===== config.mk =====
export PLATFORM = sky130hd
export DESIGN_NAME = lfsr_checker_param
export DESIGN_NICKNAME = d
export VERILOG_FILES = /design/src/rtl/lfsr_pkg.sv /design/src/rtl/lfsr_checker_param_err_counter.sv /design/src/rtl/lfsr_checker_param.sv
export SDC_FILE = /design/constraint.sdc
export NUM_CORES = 1
export LEC_CHECK = 0
export CELL_PAD_IN_SITES_DETAIL_PLACEMENT = 0
export CELL_PAD_IN_SITES_GLOBAL_PLACEMENT = 1
export CORE_ASPECT_RATIO = 1.5
export CORE_MARGIN = 2
export CORE_UTILIZATION = 36
export DETAILED_ROUTE_END_ITERATION = 8
export PLACE_DENSITY = 0.85
export SETUP_SLACK_MARGIN = 0.05
export SLEW_MARGIN = 20
export SYNTH_ARGS = -nofsm -noshare
export SYNTH_HDL_FRONTEND = slang
export SYNTH_HIERARCHICAL = 1
export SYNTH_SLANG_ARGS = --single-unit

===== constraint.sdc =====
create_clock -name clk -period 2.2 [get_ports clk]
set_input_delay 0.44 -clock clk [delete_from_list [all_inputs] [get_ports clk]]
set_output_delay 0.44 -clock clk [all_outputs]
set_load 0.02 [all_outputs]

===== src/rtl/lfsr_pkg.sv =====
// Shared definitions for the LFSR generator/checker pair: state encoding,
// default tap mask and the Galois next-state function with zero insertion.
package lfsr_pkg;

    // Widest LFSR the shared next-state function supports.
    localparam int LFSR_MAX_W = 64;

    // Default Galois tap mask for the 8-bit sequence.
    localparam logic [7:0] LFSR_POLY_DEFAULT = 8'h8C;

    // Checker state encoding.
    typedef enum logic [1:0] {
        HUNT   = 2'd0,
        CHECK  = 2'd1,
        LOCKED = 2'd2
    } lfsr_state_e;

    // Galois step for an n-bit LFSR held in the low n bits of x.
    // The feedback bit is inverted when the low n-1 bits are all zero, so the
    // all-zero word is part of the cycle and the period is 2^n.
    // Bit 0 of poly is ignored: bit 0 always takes the feedback.
    function automatic logic [LFSR_MAX_W-1:0] lfsr_next(
        input logic [LFSR_MAX_W-1:0] x,
        input logic [LFSR_MAX_W-1:0] poly,
        input int                    n
    );
        logic                  low_zero;
        logic                  fb;
        logic [LFSR_MAX_W-1:0] nxt;
        low_zero = 1'b1;
        for (int i = 0; i < LFSR_MAX_W; i++) begin
            if ((i < n - 1) && x[i]) begin
                low_zero = 1'b0;
            end
        end
        fb     = x[n-1] ^ low_zero;
        nxt    = '0;
        nxt[0] = fb;
        for (int i = 1; i < LFSR_MAX_W; i++) begin
            if (i < n) begin
                nxt[i] = x[i-1] ^ (poly[i] & fb);
            end
        end
        return nxt;
    endfunction

endpackage


===== src/rtl/lfsr_checker_param_err_counter.sv =====
// Saturating up-counter with synchronous clear; clear beats increment.
module lfsr_checker_param_err_counter #(
    parameter int NB_CNT = 16
) (
    input  logic              clk,
    input  logic              i_reset,
    input  logic              i_clr,
    input  logic              i_inc,
    output logic [NB_CNT-1:0] o_cnt
);

    logic [NB_CNT-1:0] cnt_reg;

    // Count up on increment, hold at all-ones, clear on request.
    always_ff @(posedge clk or posedge i_reset) begin
        if (i_reset) begin
            cnt_reg <= '0;
        end else if (i_clr) begin
            cnt_reg <= '0;
        end else if (i_inc && (cnt_reg != {NB_CNT{1'b1}})) begin
            cnt_reg <= cnt_reg + NB_CNT'(1);
        end
    end

    assign o_cnt = cnt_reg;

endmodule


===== src/rtl/lfsr_checker_param.sv =====
// PRBS/LFSR sequence checker: seeds a local reference from the received
// stream, qualifies it with LOCK_THR consecutive matches, then free-runs the
// reference and counts mismatches until UNLOCK_THR in a row drop lock.
module lfsr_checker_param
    import lfsr_pkg::*;
#(
    parameter int                 NB_LFSR    = 8,
    parameter logic [NB_LFSR-1:0] POLY       = 8'h8C,
    parameter int                 LOCK_THR   = 5,
    parameter int                 UNLOCK_THR = 3,
    parameter int                 NB_ERR_CNT = 16
) (
    input  logic                  clk,
    input  logic                  i_reset,
    input  logic                  i_valid,
    input  logic [NB_LFSR-1:0]    i_data,
    input  logic                  i_resync,
    input  logic                  i_clr_err,
    output logic [NB_LFSR-1:0]    o_expected,
    output logic                  o_lock,
    output logic                  o_match,
    output logic [NB_ERR_CNT-1:0] o_err_cnt
);

    // Counters are sized to hold their threshold value and never pass it.
    localparam int NB_GOOD = $clog2(LOCK_THR + 1);
    localparam int NB_BAD  = $clog2(UNLOCK_THR + 1);

    // Counter values at which the next event reaches the threshold.
    localparam logic [NB_GOOD-1:0] GOOD_LAST = NB_GOOD'(LOCK_THR - 1);
    localparam logic [NB_BAD-1:0]  BAD_LAST  = NB_BAD'(UNLOCK_THR - 1);

    lfsr_state_e         state_reg, state_next;
    logic [NB_LFSR-1:0]  ref_reg, ref_next;
    logic [NB_GOOD-1:0]  good_cnt_reg, good_cnt_next;
    logic [NB_BAD-1:0]   bad_cnt_reg, bad_cnt_next;
    logic                lock_reg, lock_next;
    logic                match_reg, match_next;
    logic                err_inc;

    logic [NB_LFSR-1:0]  bit_eq;
    logic                data_match;
    logic [NB_LFSR-1:0]  nxt_of_data;
    logic [NB_LFSR-1:0]  nxt_of_ref;

    // Per-bit equality of the received word against the reference.
    for (genvar gi = 0; gi < NB_LFSR; gi++) begin : g_bit_eq
        assign bit_eq[gi] = ~(i_data[gi] ^ ref_reg[gi]);
    end
    assign data_match = &bit_eq;

    // Successors of the received word (for seeding) and of the reference.
    assign nxt_of_data = NB_LFSR'(lfsr_next(LFSR_MAX_W'(i_data),
                                            LFSR_MAX_W'(POLY), NB_LFSR));
    assign nxt_of_ref  = NB_LFSR'(lfsr_next(LFSR_MAX_W'(ref_reg),
                                            LFSR_MAX_W'(POLY), NB_LFSR));

    // State, reference, qualification counters and status flags.
    always_ff @(posedge clk or posedge i_reset) begin
        if (i_reset) begin
            state_reg    <= HUNT;
            ref_reg      <= '0;
            good_cnt_reg <= '0;
            bad_cnt_reg  <= '0;
            lock_reg     <= 1'b0;
            match_reg    <= 1'b0;
        end else begin
            state_reg    <= state_next;
            ref_reg      <= ref_next;
            good_cnt_reg <= good_cnt_next;
            bad_cnt_reg  <= bad_cnt_next;
            lock_reg     <= lock_next;
            match_reg    <= match_next;
        end
    end

    // Next-state: resync overrides data; idle cycles hold everything except
    // the match flag, which is only ever a one-cycle pulse.
    always_comb begin
        state_next    = state_reg;
        ref_next      = ref_reg;
        good_cnt_next = good_cnt_reg;
        bad_cnt_next  = bad_cnt_reg;
        lock_next     = lock_reg;
        match_next    = 1'b0;
        err_inc       = 1'b0;

        if (i_resync) begin
            state_next    = HUNT;
            lock_next     = 1'b0;
            good_cnt_next = '0;
            bad_cnt_next  = '0;
        end else if (i_valid) begin
            unique case (state_reg)
                HUNT: begin
                    // Seed word: take it on trust, do not count it.
                    ref_next      = nxt_of_data;
                    good_cnt_next = '0;
                    state_next    = CHECK;
                end
                CHECK: begin
                    if (data_match) begin
                        ref_next      = nxt_of_ref;
                        match_next    = 1'b1;
                        good_cnt_next = good_cnt_reg + NB_GOOD'(1);
                        if (good_cnt_reg == GOOD_LAST) begin
                            lock_next    = 1'b1;
                            bad_cnt_next = '0;
                            state_next   = LOCKED;
                        end
                    end else begin
                        // Re-seed from the offending word without leaving CHECK.
                        ref_next      = nxt_of_data;
                        good_cnt_next = '0;
                    end
                end
                LOCKED: begin
                    // Flywheel: the reference advances regardless of the data.
                    ref_next = nxt_of_ref;
                    if (data_match) begin
                        bad_cnt_next = '0;
                        match_next   = 1'b1;
                    end else begin
                        err_inc      = 1'b1;
                        bad_cnt_next = bad_cnt_reg + NB_BAD'(1);
                        if (bad_cnt_reg == BAD_LAST) begin
                            lock_next     = 1'b0;
                            good_cnt_next = '0;
                            state_next    = HUNT;
                        end
                    end
                end
                default: begin
                    state_next = HUNT;
                end
            endcase
        end
    end

    lfsr_checker_param_err_counter #(
        .NB_CNT (NB_ERR_CNT)
    ) u_err_counter (
        .clk     (clk),
        .i_reset (i_reset),
        .i_clr   (i_clr_err),
        .i_inc   (err_inc),
        .o_cnt   (o_err_cnt)
    );

    assign o_expected = ref_reg;
    assign o_lock     = lock_reg;
    assign o_match    = match_reg;

endmodule


==> reports/metrics.cfg, run 1 <==
[logic_synthesis]
postSynthCellCount=238
synth_edf_count=0
async_flop_share_pct=100
mappedNetlistArea_um2=2230
synth_cell_types=52
yosysSeqAreaShare_pct=37.0
postSynthAreaPerCell_um2=9.39
synth_warnings=6
synth_ff_type=dfrtp_1
synth-seq-cells=33
syn_nets=260

[die]
die_x_um=68.3
die_h_um=100
rows=35
initial_utilization_pct=36.7
pin_count=39
core_um2=6090
fp.dieArea_um2=6870

[power_and_ir_drop]
p_leak_nw=1.32
finalPower_mw=1.76
pwr-share-clk_pct=34.1
p_switching_mw=0.541
p_sw_share_pct=30.7
seqPwrFrac_pct=38.1
p_int_mw=1.22
vdd_drop_max_mv=0.462
combPwrFrac_pct=27.7
p_per_area_nw_per_um2=543

[global_route]
overflow=0
grt_max_degree=18
antenna_found_initial=0
grt_pass1_vias=2233
track_usage_pct=20.1
grt_pass1_wl_um=10400

[sta]
setup-violations-final=0
finClkSkew_ps=13.4
finalWorstSetupSlack_ps=39.0
post-route-period-util_pct=98.2
max_freq_mhz=463
rsz0062_at_grt=yes
whs_ps=494
worst_pin_slew_ps=672
slew_violations=0
slew_headroom_pct=54.9
hold_viol=0
min_period_ps=2160

[clocking]
cts_tree=yes
ctsRootBufferMaster=clkbuf_8
cts_buffers=5
cts.sinks=33
htreeDepth=2
hold_buffers=0
clockBufferDepth=2
cts.reportedPaths.clkPinSlew_ps=90
worstSkewPairLatency_ps=300

[detailed_routing]
ant_nets=0
viasPerCell=5.68
first_iter_violations=120
route.detailed.drc=0
vias=2271
dr.pass1.iters=4
wirelength_um=6230
wl_per_cell_um=15.6

[setup_path]
cp_max_fo=5
critPathLaunchType=input port
critical_path_class=input port to register
crit_start=i_resync
timing.critical_path.buf_inv=2
cp_slowest_stage_delay_ps=460
cpMaxStageDelayCell=or4_4
crit_chain=clkdlybuf4s50_1 > nand2b_1 > nor2_1 > buf_4 > nand3_4 > or4_4 > or4_1 > a21oi_1
cp.arrival_ps=2400
path_delay_family=simple AND/OR/NAND/NOR gates
required_ps=2430
r2r-start=o_expected[3]$_DFFE_PP0P_
crit_path_end_kind=register

[final_layout]
drive_gt1_share_pct=27.3
num_antenna_cells=0
area_growth_pct=45.1
nets=347
finalNonFillerCells=400
largest_reg_flops=16

[placement]
gp_congestion=0.862
place_hpwl_um=4640
port_buffers=38
placedCellCount=384
pre_cts_ws_ps=-512

[outcome]
status=finished clean

[worst_hold_path]
hp-class=input port to asynchronous set/reset pin

[job]
cap_violations=0

[path summary, 6_finish.rpt]
| check | end | slack (ps) | cells past startpoint |
|---|---|---|---|
| setup reg to reg | u_err_counter/o_cnt[13]$_DFFE_PP0P_ | 60 | 9 |
| hold reg to reg | good_cnt_reg[0]$_DFFE_PP0P_ | 540 | 1 |
| setup / recovery | u_err_counter/o_cnt[13]$_DFFE_PP0P_ | 40 | 8 |
| min in group clk | good_cnt_reg[0]$_DFFE_PP0P_ | 540 | 1 |
| max in group asynchronous | u_err_counter/o_cnt[5]$_DFFE_PP0P_ | 1220 | 2 |
| hold / removal | o_expected[0]$_DFFE_PP0P_ | 490 | 3 |
[per-stage QoR]
| step | util [%] | cell area (um^2) | setup TNS, ps |
|---|---|---|---|
| after CTS | 52.2 | 3180 | -189 |
| after detailed placement | 49.1 | 2990 | -6240 |
| after global placement | 49.1 | 2990 | -4980 |
| after global routing | 53.3 | 3240 | -59.3 |
| final | 53.3 | 3240 | 0 |
| after floorplan | - | 2250 | -111 |
[cell type report]
type	instances	area (um^2)
fillers	567	2840
multi-input cells	189	1440
inverters	9	33.8
clock inverters	3	46.3
repair buffers	87	738
flip-flops and latches	33	827
well taps	74	92.6
clock buffers	5	68.8
[worst min-delay path, stage by stage]
cell and delay [ps]:
clkdlybuf4s50_1 430, inv_1 60, buf_4 240
[power by group through the flow]
stage | Clock (mW) | Combinational, mW | Sequential, mW
after floorplan | 0 | 0.195 | 0.726
after global placement | 0 | 0.461 | 0.678
after detailed placement | 0 | 0.465 | 0.677
after CTS | 0.616 | 0.483 | 0.671
after global routing | 0.639 | 0.531 | 0.675
final | 0.601 | 0.488 | 0.672
[per-layer routing]
layer  vias to the layer above  track usage [%]  routed length, um
met3                        22             3.46                234
li1                       1066                -                  -
met2                        86             35.6               3300
met4                         0             11.4                264
met5                         -                0                  0
met1                      1097             21.7               2430
[placed cells by master (no fill, tap or decap), drive strengths merged, types with 2 or more instances in the layout]
cell           instances
a21oi                 16
buf                   49
clkbuf                 5
clkdlybuf4s50         30
dfrtp                 33
dlygate4sd2            8
ha                     9
inv                    9
mux2                   4
mux2i                  7
nand2                 13
nand2b                 5
nand3                  8
nand3b                 2
nand4                  9
nor2                  13
nor2b                  8
nor3                  10
nor3b                  3
nor4                   5
o21ai                 17
o2bb2ai                6
o311a                  2
o31ai                  5
o41ai                  2
or3                    7
or4                    9
xnor2                 11
xor2                   2
[synthesized netlist by cell type (7+ instances only)]
| library cell | count | area share (%) |
|---|---|---|
| dfrtp_1 | 33 | 37 |
| o21ai_0 | 17 | 3.8 |
| a21oi_1 | 16 | 3.6 |
| nand2_1 | 13 | 2.2 |
| nor2_1 | 11 | 1.8 |
| xnor2_1 | 11 | 4.3 |
| nor3_1 | 10 | 2.2 |
| ha_1 | 9 | 5.0 |
| inv_1 | 9 | 1.5 |
| nand3_1 | 8 | 1.8 |
| nor2b_1 | 8 | 2.2 |
| mux2i_1 | 7 | 3.1 |
| nand4_1 | 7 | 2.0 |
| or3_1 | 7 | 2.0 |
[cells by family (layout without fill, tap and decap cells)]
kind of cell	count (synthesis)	in the layout	share of synthesized area, %
AO/OA/AOI/OAI	58	58	17.3
XOR/XNOR	13	13	5.10
adder cells (fa/ha/maj)	9	9	5.04
buffers and inverters	16	104	3.41
flip-flops	33	33	37.0
multiplexers	11	11	5.15
AND/OR/NAND/NOR	98	98	27.0
[timing repair]
item / CTS / global route
endpoints found under the setup margin: 9 / 9
hold endpoints to repair: 0 / 0
resized for setup: 16 / 8
gates cloned: 0 / 0
pin swaps: 8 / 13
buffers inserted: 4 / 4
Power figures use the tool's default switching activity.
==> run 2, diff against run 1 <==
--- a/config.mk
+++ b/config.mk
@@ -7,13 +7,12 @@
 export LEC_CHECK = 0
 export CELL_PAD_IN_SITES_DETAIL_PLACEMENT = 0
 export CELL_PAD_IN_SITES_GLOBAL_PLACEMENT = 1
-export CORE_ASPECT_RATIO = 1.5
-export CORE_MARGIN = 2
+export CORE_ASPECT_RATIO = 0.6
+export CORE_MARGIN = 1
 export CORE_UTILIZATION = 36
 export DETAILED_ROUTE_END_ITERATION = 8
 export PLACE_DENSITY = 0.85
 export SETUP_SLACK_MARGIN = 0.05
-export SLEW_MARGIN = 20
 export SYNTH_ARGS = -nofsm -noshare
 export SYNTH_HDL_FRONTEND = slang
 export SYNTH_HIERARCHICAL = 1
==> run 2 against run 1 <==
Non-clock buffer count down 5; largest power group unchanged; wire length increased by 5.3%; cell count is 0.25% higher; first-iteration DRC count rose by 120%; combinational power about the same; sequential power barely moved; critical endpoint unchanged; core utilization is 1.7 points higher; critical path type is now register to register; count of clock-buffer cells in the layout up 2; die area is 4.8% lower; critical path depth increased by 1; via count is 3.0% lower.
==> reports/metrics.cfg, run 2 (synthesis results as in run 1) <==
[outcome]
status=finished clean

[clocking]
cts.reportedPaths.clkPinSlew_ps=80
htreeDepth=2
cts.sinks=33
clockBufferDepth=2
cts_tree=yes
ctsRootBufferMaster=clkbuf_8
cts_buffers=5
worstSkewPairLatency_ps=290

[detailed_routing]
wl_per_cell_um=16.4
vias=2204
wirelength_um=6560
ant_nets=0
route.detailed.drc=0
viasPerCell=5.50
dr.pass1.iters=5
first_iter_violations=264

[setup_path]
cpMaxStageDelayCell=or4_4
path_delay_family=simple AND/OR/NAND/NOR gates
critPathLaunchType=register
path_common_cell=or4_4
timing.critical_path.buf_inv=1
cp.arrival_ps=2410
required_ps=2430
cp_max_fo=5
crit_start=o_expected[5]$_DFFE_PP0P_
cp_slowest_stage_delay_ps=460
r2r-start=o_expected[5]$_DFFE_PP0P_
reg2reg_slack_ps=20
crit_chain=xnor2_2 > nand4_1 > o21ai_2 > nor2_4 > buf_4 > nand3_4 > or4_4 > or4_4 > a21oi_2
crit_path_end_kind=register
critical_path_class=register to register

[sta]
min_period_ps=2180
rsz0062_at_grt=yes
finalWorstSetupSlack_ps=16.8
setup_tns_ps=0
hold_viol=0
slew_violations=0
finClkSkew_ps=9.86
setup-violations-final=0
worst_pin_slew_ps=689
slew_headroom_pct=54.0
post-route-period-util_pct=99.2
max_freq_mhz=458
whs_ps=500

[job]
cap_violations=0

[placement]
port_buffers=38
gp_congestion=0.890
pre_cts_ws_ps=-545
place_hpwl_um=5020
dpl_cell_area_um2=3010

[global_route]
antenna_found_initial=0
track_usage_pct=21.3
overflow=0
grt_pass1_vias=2074
grt_pass1_wl_um=10900
grt_max_degree=17

[final_layout]
drive_gt1_share_pct=24.9
fin_area_um2=3180
area_growth_pct=42.3
largest_reg_flops=16
final_common_cell=buf_4
num_antenna_cells=0
nets=342
layout_common_cells=buf_4 (44), dfrtp_1 (31), clkdlybuf4s50_1 (30)

[die]
core_um2=5780
pin_count=39
fp.dieArea_um2=6540
rows=21
initial_utilization_pct=38.7
die_x_um=104
die_h_um=63.0

[power_and_ir_drop]
p_leak_nw=1.29
vdd_drop_max_mv=0.353
p_per_area_nw_per_um2=555

[worst_hold_path]
hp-class=input port to asynchronous set/reset pin

[run 2: cell count changes in the layout (fill, tap and decap cells not counted), sizes merged]
cell and delta:
clkbuf +2, clkinv -1, clkinvlp -1, buf -5
[run 2: metrics by stage]
step	power, mW	instances	utilization [%]
3_3_place_gp	1.15	391	52.0
6_report	1.77	401	55.0
3_5_place_dp	1.15	391	52.0
2_1_floorplan	0.922	238	-
5_1_grt	1.84	401	55.0
4_1_cts	1.76	400	54.4
[run 2: worst register-to-register path: stages, from the launching register on]
cell and delay (ps):
dfrtp_1 420, xnor2_2 170, nand4_1 140, o21ai_2 90, nor2_4 100, buf_4 130
nand3_4 80, or4_4 460, or4_4 430, a21oi_2 120
[run 2: timing repair]
action / in CTS / in global routing
hold buffers: 0 / 0
buffers inserted: 1 / 1
endpoints found under the setup margin: 11 / 7
resized for setup: 12 / 7
pin swaps: 10 / 7
endpoints found under the hold margin: 0 / 0
[run 2: final cells by class]
class                   count  area [um^2]
fillers                   518         2600
multi-input cells         189         1400
flip-flops and latches     33          828
repair buffers             82          701
well taps                  80          100
clock buffers               7         86.3
inverters                   9         33.8
clock inverters             1         30.0
[run 2: worst paths after layout]
check / end / cells past startpoint
setup reg to reg: u_err_counter/o_cnt[13]$_DFFE_PP0P_ / 9
hold / removal: good_cnt_reg[2]$_DFFE_PP0P_ / 2
max in group asynchronous: u_err_counter/o_cnt[7]$_DFFE_PP0P_ / 2
hold reg to reg: good_cnt_reg[0]$_DFFE_PP0P_ / 1
setup / recovery: u_err_counter/o_cnt[13]$_DFFE_PP0P_ / 9
min in group clk: good_cnt_reg[0]$_DFFE_PP0P_ / 1
[run 2: layer usage]
layer,part of all wire (%),vias up,track usage [%]
met4,0.67,0,4.82
met1,53,1042,34.3
li1,-,1060,-
met5,0,-,0
met3,8.1,5,5.01
met2,38,97,27.6
[run 2: where the power goes]
part / internal, mW / total [mW] / switching, mW
registers: 0.640 / 0.672 / 0.0323
logic: 0.235 / 0.488 / 0.254
clock network: 0.370 / 0.606 / 0.236
